File: src/rtl/fft_frame_streamer_pkg.sv
// Shared types and helpers for the ping-pong FFT frame streamer.
// Holds the streaming state encoding and the bit-reverse index mapping.
package fft_stream_pkg;

    typedef enum logic [1:0] {
        IDLE   = 2'd0,
        LOAD   = 2'd1,
        STREAM = 2'd2
    } state_e;

    // Reverse the low w bits of v; bits at or above w come back as zero.
    function automatic logic [31:0] bitrev(input logic [31:0] v, input int unsigned w);
        logic [31:0] r;
        r = 32'd0;
        for (int unsigned i = 0; i < 32; i++) begin
            if (i < w) begin
                r[i] = v[w - 32'd1 - i];
            end else begin
                r[i] = 1'b0;
            end
        end
        return r;
    endfunction

endpackage

File: src/rtl/fft_frame_streamer_if.sv
// Register-bus write port plus AXI4-Stream output of the frame streamer.
// master = streamer side (AXIS source, write-bus sink); slave = environment.
interface fft_frame_streamer_if #(
    parameter int SAMPLE_W = 32,
    parameter int AW       = 4
);
    logic [AW-1:0]         wAddr;
    logic [SAMPLE_W-1:0]   wData;
    logic                  wEn;
    logic                  tready;
    logic                  tvalid;
    logic                  tlast;
    logic [2*SAMPLE_W-1:0] tdata;

    modport master (
        input  wAddr, wData, wEn, tready,
        output tvalid, tlast, tdata
    );

    modport slave (
        output wAddr, wData, wEn, tready,
        input  tvalid, tlast, tdata
    );
endinterface

File: src/rtl/fft_frame_streamer_pingpong_ram.sv
// Two-bank complex sample RAM: word-wide write port, sample-wide synchronous read.
// Bank select is the MSB of both addresses; write LSB picks RE (0) or IM (1).
module fft_pingpong_ram #(
    parameter int SAMPLE_W = 32,
    parameter int AW       = 4
) (
    input  logic                  clk,
    input  logic                  we_i,
    input  logic [AW:0]           waddr_i,
    input  logic [SAMPLE_W-1:0]   wdata_i,
    input  logic [AW-1:0]         raddr_i,
    output logic [2*SAMPLE_W-1:0] rdata_o
);
    logic [SAMPLE_W-1:0]   re_mem [2**AW];
    logic [SAMPLE_W-1:0]   im_mem [2**AW];
    logic [2*SAMPLE_W-1:0] rdata_q;

    // Write one component and read one complex sample per cycle.
    always_ff @(posedge clk) begin
        if (we_i) begin
            if (waddr_i[0]) begin
                im_mem[waddr_i[AW:1]] <= wdata_i;
            end else begin
                re_mem[waddr_i[AW:1]] <= wdata_i;
            end
        end
        rdata_q <= {im_mem[raddr_i], re_mem[raddr_i]};
    end

    assign rdata_o = rdata_q;

endmodule

File: src/rtl/fft_frame_streamer.sv
// Ping-pong FFT input stage: bus writer fills one bank while the other streams over AXIS.
// Define FFT_BITREV_EN to stream samples in bit-reversed index order.
module fft_frame_streamer
    import fft_stream_pkg::*;
#(
    parameter int NFFT     = 8,
    parameter int SAMPLE_W = 32,
    parameter int AW       = $clog2(2 * NFFT)
) (
    input  logic                 clk,
    input  logic                 resetn,
    fft_frame_streamer_if.master bus,
    input  logic                 commit,
    input  logic                 trig,
    input  logic                 auto_run,
    output logic                 streaming,
    output logic [1:0]           bank_full,
    output logic                 wr_drop
);
    localparam int LW = $clog2(NFFT);

    state_e                state_q;
    logic [LW-1:0]         idx_q;
    logic                  tvalid_q;
    logic                  tlast_q;
    logic                  streaming_q;
    logic                  armed_q;
    logic                  rd_bank_q;
    logic [2*SAMPLE_W-1:0] tdata_q;

    logic                  wr_bank_q, wr_bank_d;
    logic                  wr_drop_q, wr_drop_d;
    logic [1:0]            bank_full_q, bank_full_d;
    logic [1:0]            clr_mask_s, set_mask_s;

    logic                  hs_s, last_hs_s, start_s;
    logic                  wr_ok_s, wr_en_s, commit_ok_s;
    logic [LW-1:0]         fetch_idx_s, samp_idx_s;
    logic [AW-1:0]         rd_addr_s;
    logic [2*SAMPLE_W-1:0] ram_rdata_s;

    assign hs_s        = tvalid_q & bus.tready;
    assign last_hs_s   = hs_s & tlast_q;
    assign start_s     = (state_q == IDLE) & bank_full_q[rd_bank_q] & (armed_q | auto_run);
    assign wr_ok_s     = ~bank_full_q[wr_bank_q];
    assign wr_en_s     = bus.wEn & wr_ok_s;
    assign commit_ok_s = commit & wr_ok_s;

    // Bank bookkeeping: commits fill the write bank, the final handshake frees the read bank.
    always_comb begin
        clr_mask_s  = last_hs_s   ? (2'b01 << rd_bank_q) : 2'b00;
        set_mask_s  = commit_ok_s ? (2'b01 << wr_bank_q) : 2'b00;
        bank_full_d = (bank_full_q & ~clr_mask_s) | set_mask_s;
        wr_bank_d   = wr_bank_q ^ commit_ok_s;
        wr_drop_d   = wr_drop_q | (~wr_ok_s & (bus.wEn | commit));
    end

    // Write-side state registers.
    always_ff @(posedge clk) begin
        if (!resetn) begin
            bank_full_q <= 2'b00;
            wr_bank_q   <= 1'b0;
            wr_drop_q   <= 1'b0;
        end else begin
            bank_full_q <= bank_full_d;
            wr_bank_q   <= wr_bank_d;
            wr_drop_q   <= wr_drop_d;
        end
    end

    // Read-ahead: the RAM register always holds the beat after the one on tdata,
    // so a handshake fetches idx+2 and a stall re-reads idx+1.
    always_comb begin
        case (state_q)
            IDLE:    fetch_idx_s = {LW{1'b0}};
            LOAD:    fetch_idx_s = LW'(32'd1);
            STREAM:  fetch_idx_s = hs_s ? (idx_q + LW'(32'd2)) : (idx_q + LW'(32'd1));
            default: fetch_idx_s = {LW{1'b0}};
        endcase
    end

`ifdef FFT_BITREV_EN
    assign samp_idx_s = LW'(bitrev(32'(fetch_idx_s), LW));
`else
    assign samp_idx_s = fetch_idx_s;
`endif

    assign rd_addr_s = {rd_bank_q, samp_idx_s};

    fft_pingpong_ram #(
        .SAMPLE_W (SAMPLE_W),
        .AW       (AW)
    ) u_ram (
        .clk     (clk),
        .we_i    (wr_en_s),
        .waddr_i ({wr_bank_q, bus.wAddr}),
        .wdata_i (bus.wData),
        .raddr_i (rd_addr_s),
        .rdata_o (ram_rdata_s)
    );

    // Streaming FSM with registered AXIS outputs and trigger arming.
    always_ff @(posedge clk) begin
        if (!resetn) begin
            state_q     <= IDLE;
            idx_q       <= {LW{1'b0}};
            tvalid_q    <= 1'b0;
            tlast_q     <= 1'b0;
            streaming_q <= 1'b0;
            armed_q     <= 1'b0;
            rd_bank_q   <= 1'b0;
            tdata_q     <= {(2*SAMPLE_W){1'b0}};
        end else begin
            case (state_q)
                IDLE: begin
                    if (start_s) begin
                        state_q <= LOAD;
                    end
                end
                LOAD: begin
                    state_q     <= STREAM;
                    idx_q       <= {LW{1'b0}};
                    tdata_q     <= ram_rdata_s;
                    tvalid_q    <= 1'b1;
                    tlast_q     <= 1'b0;
                    streaming_q <= 1'b1;
                end
                STREAM: begin
                    if (hs_s) begin
                        if (tlast_q) begin
                            state_q     <= IDLE;
                            tvalid_q    <= 1'b0;
                            tlast_q     <= 1'b0;
                            streaming_q <= 1'b0;
                            rd_bank_q   <= ~rd_bank_q;
                        end else begin
                            idx_q   <= idx_q + LW'(32'd1);
                            tdata_q <= ram_rdata_s;
                            tlast_q <= (idx_q == LW'(NFFT - 2));
                        end
                    end
                end
                default: state_q <= IDLE;
            endcase

            if (start_s) begin
                armed_q <= 1'b0;
            end else if (trig && !streaming_q) begin
                armed_q <= 1'b1;
            end
        end
    end

    assign bus.tvalid = tvalid_q;
    assign bus.tlast  = tlast_q;
    assign bus.tdata  = tdata_q;
    assign streaming  = streaming_q;
    assign bank_full  = bank_full_q;
    assign wr_drop    = wr_drop_q;

endmodule

File: src/flat_wrapper.sv
// flat-port wrapper written by rule: the top's interface ports become plain ports
module fft_frame_streamer_flat import fft_stream_pkg::*;
#(
    parameter int NFFT     = 8,
    parameter int SAMPLE_W = 32,
    parameter int AW       = $clog2(2 * NFFT)
)
  (clk, resetn, commit, trig, auto_run, streaming, bank_full, wr_drop, bus_wAddr, bus_wData, bus_wEn, bus_tready, bus_tvalid, bus_tlast, bus_tdata);
  fft_frame_streamer_if #(.SAMPLE_W(SAMPLE_W), .AW(AW)) bus_i ();
  input  logic clk;
  input  logic resetn;
  input  logic commit;
  input  logic trig;
  input  logic auto_run;
  output logic streaming;
  output logic [1:0] bank_full;
  output logic wr_drop;
  input wire logic [$bits(bus_i.wAddr)-1:0] bus_wAddr;
  input wire logic [$bits(bus_i.wData)-1:0] bus_wData;
  input wire logic [$bits(bus_i.wEn)-1:0] bus_wEn;
  input wire logic [$bits(bus_i.tready)-1:0] bus_tready;
  output wire logic [$bits(bus_i.tvalid)-1:0] bus_tvalid;
  output wire logic [$bits(bus_i.tlast)-1:0] bus_tlast;
  output wire logic [$bits(bus_i.tdata)-1:0] bus_tdata;
  assign bus_i.wAddr = bus_wAddr;
  assign bus_i.wData = bus_wData;
  assign bus_i.wEn = bus_wEn;
  assign bus_i.tready = bus_tready;
  assign bus_tvalid = bus_i.tvalid;
  assign bus_tlast = bus_i.tlast;
  assign bus_tdata = bus_i.tdata;
  fft_frame_streamer #(.NFFT(NFFT), .SAMPLE_W(SAMPLE_W), .AW(AW)) u_core (.clk(clk), .resetn(resetn), .bus(bus_i), .commit(commit), .trig(trig), .auto_run(auto_run), .streaming(streaming), .bank_full(bank_full), .wr_drop(wr_drop));
endmodule
File: config.mk
export PLATFORM = sky130hd
export DESIGN_NAME = fft_frame_streamer_flat
export DESIGN_NICKNAME = d
export VERILOG_FILES = /design/src/rtl/fft_frame_streamer_pkg.sv /design/src/rtl/fft_frame_streamer_if.sv /design/src/rtl/fft_frame_streamer_pingpong_ram.sv /design/src/rtl/fft_frame_streamer.sv /design/src/flat_wrapper.sv
export SDC_FILE = /design/constraint.sdc
export NUM_CORES = 1
export LEC_CHECK = 0
export ABC_AREA = 0
export BUFFER_PORTS_ARGS = -buffer_cell sky130_fd_sc_hd__buf_2
export CAP_MARGIN = 20
export CELL_PAD_IN_SITES_DETAIL_PLACEMENT = 0
export CELL_PAD_IN_SITES_GLOBAL_PLACEMENT = 1
export CORE_ASPECT_RATIO = 0.8
export CORE_MARGIN = 2
export CORE_UTILIZATION = 50
export DETAILED_ROUTE_END_ITERATION = 8
export GPL_ROUTABILITY_DRIVEN = 0
export HOLD_SLACK_MARGIN = 0.08
export PLACE_DENSITY = 0.79
export SLEW_MARGIN = 10
export SYNTH_ARGS = -nofsm -noshare
export SYNTH_HDL_FRONTEND = slang
export SYNTH_SLANG_ARGS = --single-unit
File: constraint.sdc
create_clock -name clk -period 4.9 [get_ports clk]
set_input_delay 0.49 -clock clk [delete_from_list [all_inputs] [get_ports clk]]
set_output_delay 0.49 -clock clk [all_outputs]
set_load 0.02 [all_outputs]
After elaboration in Yosys (flattened, before gate mapping)
Memories as Yosys holds them, arrays and structs flattened. A register that Yosys moved wholly into a read port is not among the register bits. Cells that the tools add are included.

RAM bits: 1024. Logic and storage cells: 82. Input port bits: 43. Register bits: 77. Output and inout bits: 70. Memories kept: 2. ROM bits: 0. Latch bits: 0.

Mux-type cells: 30. Bitwise logic cells: 17. Reduce and logical (&&, ||, !) cells: 10. Multipliers: 0. $add $sub $neg: 2. Divide/modulo/power cells: 0. $lt $le $gt $ge: 2. Equal/unequal tests: 7. Shift-type cells: 2.

Memories: u_core.u_ram.im_mem (words 16, bits a word 32, read ports 1, clocked after Yosys merged registers in 1, write ports 1, RTL line fft_frame_streamer_pingpong_ram.sv:15) `logic [SAMPLE_W-1:0] im_mem [2**AW];`; u_core.u_ram.re_mem (words 16, bits a word 32, read ports 1, clocked after Yosys merged registers in 1, write ports 1, RTL line fft_frame_streamer_pingpong_ram.sv:14) `logic [SAMPLE_W-1:0] re_mem [2**AW];`.

Operators with widths (number): $mux 64 (2); $pmux 64 s2 (1); $mux 1 (14); $pmux 3 s2 (2); $reduce_and 3->1 (4); $mux 2 (5); $mux 3 (3); $and 1x1->1 (7); $ne 2x1->1 const B (3); $pmux 2 s3 (1); $lt 1x2->1 const B (2); $pmux 1 s2 (2); $shl 1x1->2 const A (2); $add 3x1->3 const B (1); $add 3x2->3 const B (1); $eq 3x3->1 const B (1); $not 1->1 (3); $or 1x1->1 (3); $and 2x2->2 (1); $eq 2x1->1 const B (1); $eq 2x2->1 const B (1); $logic_not 2->1 (1); $ne 2x2->1 const B (1); $not 2->2 (1); other kinds (7) (7).

Longest topological paths before layout
Word-level depth: 6. Depth in mapped cells: 11. Depth with buffers taken out: 7.

Cells and area by module
From an unflattened synthesis, not the netlist that was laid out.

Cells, all modules: 2044. Area total of the unflattened synthesis: 42859.9 sq um.

By module, submodules not included: fft_pingpong_ram (instances 1, sequential area each 32030.7 sq um, cells each 1677, area each 39718.1 sq um); fft_frame_streamer (instances 1, sequential area each 1541.5 sq um, cells each 367, area each 3141.8 sq um).

Worst setup path before layout
OpenSTA, ideal clock, no wires.

Kind: in2reg. Start: input port bus_wAddr[3]. End: memory u_core.u_ram.re_mem[12][0] (enable). Buffers on the path: 1. Path slack: 0.974 ns. Data required time: 4.439 ns. Stages: 4. Library setup time: 0.461 ns. Data arrival time: 3.465 ns. Path through: clkbuf_1 > nand2_1 > or3_1 > nor3_1.

RTL lines: from (decl) (RTL line flat_wrapper.sv:18) `input wire logic [$bits(bus_i.wAddr)-1:0] bus_wAddr;`; to (decl) (RTL line fft_frame_streamer_pingpong_ram.sv:14).

Straight into the memory's write port.

Final worst setup path
Start: register u_core.state_q[0]. End: register u_core.u_ram.rdata_q[17] (netlist: u_core.u_ram.rdata_o[17]) (read register of u_core.u_ram.re_mem).

Word-level cells in the longest chain between the ends: 2. Elaborated cells on any way between the ends: 3. Classes of those cells: eq/ne: 2; mux: 1.

RTL lines: from (decl) (RTL line fft_frame_streamer.sv:22) `state_e state_q;`; from (signal assigned) (RTL line fft_frame_streamer.sv:105) `state_q <= IDLE;`; from (signal assigned) (RTL line fft_frame_streamer.sv:117) `state_q <= LOAD;`; from (signal assigned) (RTL line fft_frame_streamer.sv:121) `state_q <= STREAM;`; $eq 2x2->1 / $eq 2x1->1 (equally long branches) (RTL line fft_frame_streamer.sv:74) `case (state_q)`; $pmux 3 s2 * (RTL line fft_frame_streamer.sv:74); to (decl) (RTL line fft_frame_streamer_pingpong_ram.sv:16) `logic [2*SAMPLE_W-1:0] rdata_q;`.

Every way passes the cells marked *; elsewhere a longest branch is shown, timed or not. A chain may end at the register's enable or synchronous reset.

==> impl_metrics.env <==
export IMPL_status="complete, no violations"
export IMPL_synth_xor_area_share_pct=0.0544
export IMPL_cp_end_kind="register"
export IMPL_postCtsSetupBuffers=0
export IMPL_drt_iter0_markers=5747
export IMPL_synth_area_leaders="edfxtp_1 64%, nand4_1 10%, dfxtp_1 5.8%, a22o_1 4.6%, o31ai_1 4.0%"
export IMPL_stdcell_count=4794
export IMPL_worst_r2r_endpoint="u_core.u_ram.rdata_o[17]"
export IMPL_hold_viol=0
export IMPL_cts_path_max_buffers=3
export IMPL_drive_above_1_share_pct=12.4
export IMPL_synth_fa_ha_area_share_pct=0.207
export IMPL_synth_compound_area_share_pct=13.4
export IMPL_drc_errors=0
export IMPL_p_per_area_nw_per_um2=499
export IMPL_cpMaxStageDelayCell="buf_4"
export IMPL_r2r_worst_path_cells=7
export IMPL_critPathMaxFanout=161
export IMPL_synth_edf_count=1024
export IMPL_nets=3458
export IMPL_yosys_area_top_type="edfxtp_1"
export IMPL_path_cells="inv_1, ha_4, buf_12, buf_4, a22o_1, a31oi_1, or4_1"
export IMPL_path_delay_family="buffers and inverters"
export IMPL_leakagePower_nw=16.5
export IMPL_worstPathArrival_ns=4.48
export IMPL_criticalPathCategory="register to register"
export IMPL_synthSimpleGateAreaFrac_pct=12.8
export IMPL_period_share_pct=79.9
export IMPL_wirelength_um=152000
export IMPL_cts_htree_levels=3
export IMPL_ant_nets=0
export IMPL_die_area_um2=99100
export IMPL_fin_skew_ns=0.0143
export IMPL_synth_seq_area_share_pct=69.5
export IMPL_clock_sinks=1165
export IMPL_p_total_mw=26.8
export IMPL_die_h_um=282
export IMPL_syn_inst=3539
export IMPL_clk_pin_slew_worst_paths_ns=0.06
export IMPL_max_freq_ghz=0.256
export IMPL_holdCritStartpoint="trig"
export IMPL_yosysTopAreaCellShare_pct=63.7
export IMPL_hold_buffers=0
export IMPL_worst_path_buf_inv=3
export IMPL_initial_core_util_pct=50.7
export IMPL_grt_pass1_wl_um=221000
export IMPL_netlist_area_um2=48300
export IMPL_syn2layout_area_growth_pct=11.4
export IMPL_setup_viol=0
export IMPL_slew_violations=0
export IMPL_ios=113
export IMPL_final_cell_mix="1024 x edfxtp_1, 769 x nand4_1, 256 x o31ai_1, 256 x a22o_1, 256 x a31oi_1"
export IMPL_peakVddDrop_mv=0.729
export IMPL_routedWlPerCell_um=31.6
export IMPL_grtUsageTotal_pct=30.0
export IMPL_grt_antenna_before_repair=21
export IMPL_cts_buffers=113
export IMPL_min_delay_worst_endpoint="u_core.armed_q"
export IMPL_first_global_vias=33200
export IMPL_viasPerCell=7.31
export IMPL_ys_ff_latch=1165
export IMPL_tns_ns=0
export IMPL_grt_setup_unrepaired="false"
export IMPL_synth_top_family_by_area="compound AO/OA/AOI/OAI gates"
export IMPL_io_buffers=112
export IMPL_num_rows=101
export IMPL_final_common_cell="edfxtp_1"
export IMPL_hold_path_depth=3
export IMPL_yosysUniqueCellTypes=45
export IMPL_grt_max_degree=181
export IMPL_worst_pin_slew_ns=1.27
export IMPL_die_x_um=351
export IMPL_core_area_um2=95300
export IMPL_grt_ovfl_total=0
export IMPL_worstSkewPairLatency_ns=0.70
export IMPL_yosys_mux_area_fraction_pct=0.0829
export IMPL_fill_cells=7511
export IMPL_maxSlewHeadroom_pct=15.4
export IMPL_cpPeakStageDelay_ns=0.80
export IMPL_yosys_warnings=0
export IMPL_cts_tree="done"
export IMPL_clockRootBuffer="clkbuf_16"
export IMPL_startpoint_type="register"
export IMPL_syn_area_per_cell_um2=13.6
export IMPL_required_ns=5.47
export IMPL_hpwl_um=74800
export IMPL_maxCapViolCount=0
export IMPL_r2r_start="u_core.state_q[0]"
export IMPL_hold_class="input pin to register"
export IMPL_syn_num_nets=3590
export IMPL_ys_async_sr_fraction_pct=0
export IMPL_dr_pass1_iters=8
export IMPL_synthFlopType="edfxtp_1"
export IMPL_dp_cells=4578
export IMPL_reg2reg_slack_ns=0.99
export IMPL_post_cts_resized=0
export IMPL_period_minus_slack_ns=3.91
export IMPL_dr_total_vias=35000
## synthesized netlist by cell type, drive strengths merged, types with 2 or more instances
master and count:
a21bo 2, a21boi 68, a21oi 2, a22o 256, a31oi 256, and2 3
and3 3, buf 115, clkbuf 338, dfxtp 141, edfxtp 1024, ha 8
inv 7, mux2i 4, nand2 138, nand2b 4, nand3 5, nand3b 3
nand4 769, nor2 29, nor2b 7, nor3 11, o211ai 2, o21a 4
o21ai 5, o31ai 258, or3 3, or4 65, xnor2 2
## through the flow
| stage | hold WS, ns | area [um2] | utilization [%] | setup slack [ns] |
|---|---|---|---|---|
| after floorplan | 0.426 | 48300 | - | 0.974 |
| after global placement | 0.443 | 49900 | 52.4 | 1.20 |
| after detailed placement | 0.444 | 49900 | 52.4 | 1.16 |
| after CTS | 0.185 | 53700 | 56.4 | 1.16 |
| after global routing | 0.229 | 53800 | 56.4 | 0.907 |
| final | 0.201 | 53800 | 56.4 | 0.986 |
## worst max-delay path by stage
stage,from,to,slack (ns),cells after the start
after floorplan,bus_wAddr[3],u_core.u_ram.re_mem[12][0],0.97,4
after global placement,u_core.state_q[0],u_core.u_ram.rdata_o[15],1.20,8
after detailed placement,u_core.state_q[0],u_core.u_ram.rdata_o[30],1.16,8
after CTS,u_core.state_q[0],u_core.u_ram.rdata_o[30],1.16,8
after global routing,u_core.state_q[1],u_core.u_ram.rdata_o[17],0.91,7
final,u_core.state_q[0],u_core.u_ram.rdata_o[17],0.99,7
## report_power, final
group | switching (mW) | internal [mW]
combinational | 5.23 | 1.19
sequential | 0.232 | 11.2
clock | 3.81 | 5.19
total | 9.27 | 17.5
## area by class of cell
type | count | area, um2 | share of cell area, %
Timing Repair Buffer | 206 | 1560 | 2.90
Inverter | 7 | 26.3 | 0.0489
Tap cell | 1287 | 1610 | 2.99
Clock buffer | 159 | 3190 | 5.94
Clock inverter | 55 | 639 | 1.19
Sequential cell | 1165 | 33600 | 62.4
Multi-Input combinational cell | 1914 | 13200 | 24.5
Antenna cell | 1 | 2.50 | 0.00465
## tightest hold or removal path, stage by stage
cell and delay (ns):
buf_2 0.08, nor2b_1 0.12, o221a_2 0.18
## cells by family after synthesis
kind of cell    after synthesis
fa+ha+maj                     8
flops                      1165
mux                           4
buf+inv                     460
simple gates               1042
compound gates              857
xor+xnor                      3
## routing by layer
metal  global-route usage (%)  up-vias  share of wire, %  wire length (um)
met5                        0        -              0.15               224
li1                         -    14500                 -                 -
met2                     44.3     2582                44             67100
met3                     7.53      385                12             18800
met4                     10.5       34               3.3              5000
met1                     43.2    17500                40             60600
## state kept, by name, summed over array words and instances (netlist names)
signal                count
u_core.u_ram.im_mem     512
u_core.u_ram.re_mem     512
u_core.bus.tdata         64
u_core.u_ram.rdata_o     64
u_core.idx_q              3
u_core.bank_full          2
u_core.state_q            2
u_core.armed_q            1
u_core.bus.tlast          1
u_core.rd_bank_q          1
u_core.streaming          1
u_core.wr_bank_q          1
u_core.wr_drop            1
Note: power is estimated with default switching activity, not from simulation.
